===== src/rtl/store_rmw_unit_if.sv =====
// Store-unit bus: datapath store request/status plus the word-wide data-memory port.
interface store_rmw_unit_if;
  logic        st_req;
  logic [1:0]  st_type;
  logic [31:0] addr;
  logic [31:0] wdata;
  logic [31:0] mem_rd;
  logic [31:0] mem_addr;
  logic        mem_we;
  logic [31:0] mem_wd;
  logic        busy;
  logic        done;
  logic        err;

  modport master (
    output st_req, st_type, addr, wdata, mem_rd,
    input  mem_addr, mem_we, mem_wd, busy, done, err
  );

  modport slave (
    input  st_req, st_type, addr, wdata, mem_rd,
    output mem_addr, mem_we, mem_wd, busy, done, err
  );
endinterface


===== src/rtl/store_rmw_unit.sv =====
// Executes sb/sh/sw against a word-only data memory. Sub-word stores read the
// aligned word, merge the addressed lane and write the word back.
module store_rmw_unit (
  input  logic            clk,
  input  logic            rst,
  store_rmw_unit_if.slave bus
);
  typedef enum logic [2:0] {IDLE, READ, WRITE, DONE, ERR} state_t;

  localparam logic [1:0] TYPE_SB = 2'd0;
  localparam logic [1:0] TYPE_SH = 2'd1;
  localparam logic [1:0] TYPE_SW = 2'd2;

  state_t      state;
  state_t      next_state;
  logic [31:0] addr_q;
  logic [31:0] wdata_q;
  logic [31:0] rd_q;
  logic [1:0]  type_q;
  logic        req_bad;
  logic [31:0] merged;

  // Reserved type or an address not aligned to the access size is rejected up front.
  always_comb begin
    req_bad = 1'b0;
    case (bus.st_type)
      TYPE_SB: req_bad = 1'b0;
      TYPE_SH: req_bad = bus.addr[0];
      TYPE_SW: req_bad = |bus.addr[1:0];
      default: req_bad = 1'b1;
    endcase
  end

  always_ff @(posedge clk) begin
    if (rst) begin
      state <= IDLE;
    end else begin
      state <= next_state;
    end
  end

  always_comb begin
    next_state = state;
    case (state)
      IDLE: begin
        if (bus.st_req) begin
          if (req_bad) begin
            next_state = ERR;
          end else if (bus.st_type == TYPE_SW) begin
            next_state = WRITE;
          end else begin
            next_state = READ;
          end
        end
      end
      READ:    next_state = WRITE;
      WRITE:   next_state = DONE;
      DONE:    next_state = IDLE;
      ERR:     next_state = IDLE;
      default: next_state = IDLE;
    endcase
  end

  // Only the latched request is used after acceptance, so the datapath may move on.
  always_ff @(posedge clk) begin
    if (rst) begin
      addr_q  <= '0;
      wdata_q <= '0;
      type_q  <= '0;
      rd_q    <= '0;
    end else begin
      if (state == IDLE && bus.st_req) begin
        addr_q  <= bus.addr;
        wdata_q <= bus.wdata;
        type_q  <= bus.st_type;
      end
      if (state == READ) begin
        rd_q <= bus.mem_rd;
      end
    end
  end

  // Little-endian lane merge; a word store ignores the read-back entirely.
  always_comb begin
    merged = rd_q;
    case (type_q)
      TYPE_SB: merged[{addr_q[1:0], 3'b000} +: 8]  = wdata_q[7:0];
      TYPE_SH: merged[{addr_q[1], 4'b0000} +: 16] = wdata_q[15:0];
      default: merged = wdata_q;
    endcase
  end

  always_comb begin
    bus.busy   = (state != IDLE);
    bus.mem_we = (state == WRITE);
    bus.done   = (state == DONE) || (state == ERR);
    bus.err    = (state == ERR);
  end

  assign bus.mem_addr = {addr_q[31:2], 2'b00};
  assign bus.mem_wd   = merged;
endmodule


===== src/flat_wrapper.sv =====
// flat-port wrapper written by rule: the top's interface ports become plain ports
module store_rmw_unit_flat 
  (clk, rst, bus_st_req, bus_st_type, bus_addr, bus_wdata, bus_mem_rd, bus_mem_addr, bus_mem_we, bus_mem_wd, bus_busy, bus_done, bus_err);
  store_rmw_unit_if bus_i ();
  input  logic clk;
  input  logic rst;
  input wire logic [$bits(bus_i.st_req)-1:0] bus_st_req;
  input wire logic [$bits(bus_i.st_type)-1:0] bus_st_type;
  input wire logic [$bits(bus_i.addr)-1:0] bus_addr;
  input wire logic [$bits(bus_i.wdata)-1:0] bus_wdata;
  input wire logic [$bits(bus_i.mem_rd)-1:0] bus_mem_rd;
  output wire logic [$bits(bus_i.mem_addr)-1:0] bus_mem_addr;
  output wire logic [$bits(bus_i.mem_we)-1:0] bus_mem_we;
  output wire logic [$bits(bus_i.mem_wd)-1:0] bus_mem_wd;
  output wire logic [$bits(bus_i.busy)-1:0] bus_busy;
  output wire logic [$bits(bus_i.done)-1:0] bus_done;
  output wire logic [$bits(bus_i.err)-1:0] bus_err;
  assign bus_i.st_req = bus_st_req;
  assign bus_i.st_type = bus_st_type;
  assign bus_i.addr = bus_addr;
  assign bus_i.wdata = bus_wdata;
  assign bus_i.mem_rd = bus_mem_rd;
  assign bus_mem_addr = bus_i.mem_addr;
  assign bus_mem_we = bus_i.mem_we;
  assign bus_mem_wd = bus_i.mem_wd;
  assign bus_busy = bus_i.busy;
  assign bus_done = bus_i.done;
  assign bus_err = bus_i.err;
  store_rmw_unit u_core (.clk(clk), .rst(rst), .bus(bus_i));
endmodule

===== config.mk =====
export PLATFORM = sky130hd
export DESIGN_NAME = store_rmw_unit_flat
export DESIGN_NICKNAME = d
export VERILOG_FILES = /design/src/rtl/store_rmw_unit_if.sv /design/src/rtl/store_rmw_unit.sv /design/src/flat_wrapper.sv
export SDC_FILE = /design/constraint.sdc
export NUM_CORES = 1
export LEC_CHECK = 0
export ABC_AREA = 1
export CELL_PAD_IN_SITES_DETAIL_PLACEMENT = 1
export CELL_PAD_IN_SITES_GLOBAL_PLACEMENT = 1
export CORE_ASPECT_RATIO = 2
export CORE_MARGIN = 2
export CORE_UTILIZATION = 29
export CTS_CLUSTER_DIAMETER = 50
export DETAILED_ROUTE_END_ITERATION = 12
export PLACE_DENSITY = 0.78
export SYNTH_ARGS = -nofsm -noshare
export SYNTH_HDL_FRONTEND = slang
export SYNTH_SLANG_ARGS = --single-unit

===== constraint.sdc =====
create_clock -name clk -period 2.2 [get_ports clk]
set_input_delay 0.33 -clock clk [delete_from_list [all_inputs] [get_ports clk]]
set_output_delay 0.33 -clock clk [all_outputs]
set_load 0.005 [all_outputs]

==> results_dict.tcl <==
set metrics [dict create \
    fillers 2683 \
    ir_worst_vdd_mv 0.383 \
    areaGrowthSynthToFinish_pct 41.7 \
    synth_edf_count 0 \
    hold_path.class "reg -> reg" \
    dieArea_um2 21400 \
    clkSinkCount 101 \
    critPathLaunchType "register" \
    antenna_found_initial 1 \
    leakagePower_nw 4.12 \
    drt_wl_total_um 23000 \
    clockBufferDepth 2 \
    synth_area_per_cell_um2 5.82 \
    finalHoldViolations 0 \
    cts_buffers 9 \
    power.density_nw_per_um2 660 \
    synth_cell_types 24 \
    drcViolationCount 0 \
    drtIter0Drc 161 \
    initial_core_util_pct 29.5 \
    synthCells 1003 \
    clock-skew-final_ns 0.0103 \
    hpwlAfterDp_um 17300 \
    path_class "reg -> out" \
    tritoncts "built" \
    ys_warn_count 0 \
    ios 169 \
    synth_area_leader_cell "dfxtp_1" \
    vias 6509 \
    vias_per_cell 4.53 \
    crit_fanout 5 \
    worstSkewPairLatency_ns 0.35 \
    hold_buffers 0 \
    cts-htree-levels 3 \
    drive_gt1_share_pct 14.2 \
    reg2reg_slack_ns 0.48 \
    final_area_um2 8270 \
    dr.pass1.iters 4 \
    ys.flop_type "dfxtp_1" \
    wl_per_cell_um 16.0 \
    grt_max_degree 41 \
    clock-root-buffer "clkbuf_16" \
    grt_usage_pct 21.0 \
    synth_area_um2 5840 \
    yosysMostFrequentCell "nand2_1" \
    rsz0062_at_grt "true" \
    clk_pin_slew_ns 0.07 \
    nNetsFinal 1274 \
    grt_pass1_wl_um 34700 \
    status "finished with violations" \
    seq_area_um2 2030 \
    grt_pass1_vias 6914 \
    synthTopCellsByCount "nand2_1 (406), nor2_1 (192), dfxtp_1 (101)" \
    routabilityCongestion 0.982 \
    maxCapViolations 0 \
    ant_nets 0 \
    coreArea_um2 19800 \
    violations "negative setup slack" \
    setup_tns_ns -0.483 \
    async_flop_share_pct 0 \
    floorplan.rows 73 \
    placed_cell_area_um2 7740 \
    netlist_top_cells_area "dfxtp_1 (35%), nand2_1 (26%), nor2_1 (12%)" \
    multi_input_area_um2 3060 \
    required_ns 1.87 \
    cp_data_arrival_time_ns 1.95 \
    timing.fmax_ghz 0.438 \
    timing.final.crit_share_pct 104 \
    finalSetupViolations 11 \
    setup_ws_ns -0.0834 \
    cp-end-kind "output pin" \
    numPortBuffers 166 \
    fin_crit_ns 2.28 \
    yosysTopAreaCellShare_pct 34.6 \
    drv_slew 0 \
    synth_seq_cells 101 \
    dieWidth_um 104 \
    die_h_um 205 \
    seq_area_frac_synth_pct 34.6 \
    grt_overflow_total 0 \
]
layer usage:
layer | track usage [%] | share of wire [%]
met1 | 18.9 | 34
met2 | 41.0 | 54
met3 | 2.96 | 3.8
met4 | 16.1 | 7.7
met5 | 0 | 0
kinds of logic after synthesis:
logic type                 synth area share, %
AOI/OAI and AO/OA                         3.39
adders and majority gates                 1.07
buffers and inverters                     15.2
DFF                                       34.6
other                                   0.0642
and+or+nand+nor                           45.6
critical path: stages (launching register included):
cell	delay, ns
dfxtp_2	0.37
inv_4	0.06
ha_4	0.29
inv_1	0.05
nor2_2	0.16
buf_6	0.15
buf_4	0.11
nand3_1	0.08
nand2_1	0.08
nand2_1	0.05
nand2_1	0.08
clkbuf_2	0.11
path summary, 6_finish.rpt:
check	startpoint	endpoint	cells past startpoint
worst max register to register	u_core.state[2]	u_core.wdata_q[0]	5
worst min register to register	u_core.rd_q[25]	u_core.rd_q[25]	2
worst max-delay path	u_core.addr_q[1]	bus_mem_wd[21]	11
worst min-delay path	u_core.rd_q[25]	u_core.rd_q[25]	2
where the power goes:
| part | internal, mW | leakage [nW] | switching, mW |
|---|---|---|---|
| Clock | 1.00 | 0.156 | 0.768 |
| Combinational | 0.721 | 3.13 | 0.847 |
| Sequential | 1.99 | 0.833 | 0.129 |
state kept, by name (all words and copies together), names as in the netlist:
signal	flops
u_core.addr_q	32
u_core.type_q	2
u_core.state	3
u_core.rd_q	32
u_core.wdata_q	32
through the flow:
| stage | total power, mW | util, % | hold WS (ns) | worst slack [ns] | cells |
|---|---|---|---|---|---|
| detailed placement | 3.65 | 39.0 | 0.477 | -0.000609 | 1395 |
| global placement | 3.61 | 39.0 | 0.467 | 0.0395 | 1395 |
| global route | 5.77 | 41.7 | 0.519 | -0.149 | 1436 |
| floorplan | 2.93 | - | 0.453 | 0.0345 | 1004 |
| finish | 5.46 | 41.7 | 0.493 | -0.0834 | 1436 |
| CTS | 5.46 | 41.4 | 0.490 | -0.128 | 1426 |
cells in the final DEF (no fill, tap or decap), types with 2 or more instances in the layout:
cell type	Yosys	final
nand2_2	1	19
buf_12	0	4
buf_2	24	11
a21oi_1	33	33
buf_4	35	56
bufinv_16	0	2
clkdlybuf4s50_1	0	134
conb_1	1	2
inv_2	3	4
o21ai_0	4	4
nand3_1	33	32
inv_6	0	3
inv_1	100	97
nor2_4	1	2
inv_4	0	3
nor2_1	192	183
nand3_2	2	2
nand2_1	406	387
clkinv_2	0	2
nor2_2	2	10
clkbuf_16	0	9
dfxtp_2	0	2
clkbuf_2	0	18
ha_4	0	3
dfxtp_1	101	98
buf_6	3	10
nand4_1	31	31
final cells by class:
| type | count | area share (%) |
|---|---|---|
| antenna | 1 | 0.0303 |
| clock buffer | 9 | 2.72 |
| clock inverter | 7 | 1.15 |
| inverter | 106 | 4.96 |
| multi-input combinational | 715 | 37.0 |
| sequential | 101 | 24.5 |
| tap | 262 | 3.96 |
| timing repair buffer | 235 | 25.6 |
repair_timing:
| action | in CTS | in global routing |
|---|---|---|
| endpoints found under the hold margin | 0 | 0 |
| endpoints found under the setup margin | 32 | 24 |
| pin swaps | 5 | 20 |
| setup buffers | 15 | 10 |
| resized for setup | 87 | 79 |
Power figures use the tool's default switching activity.
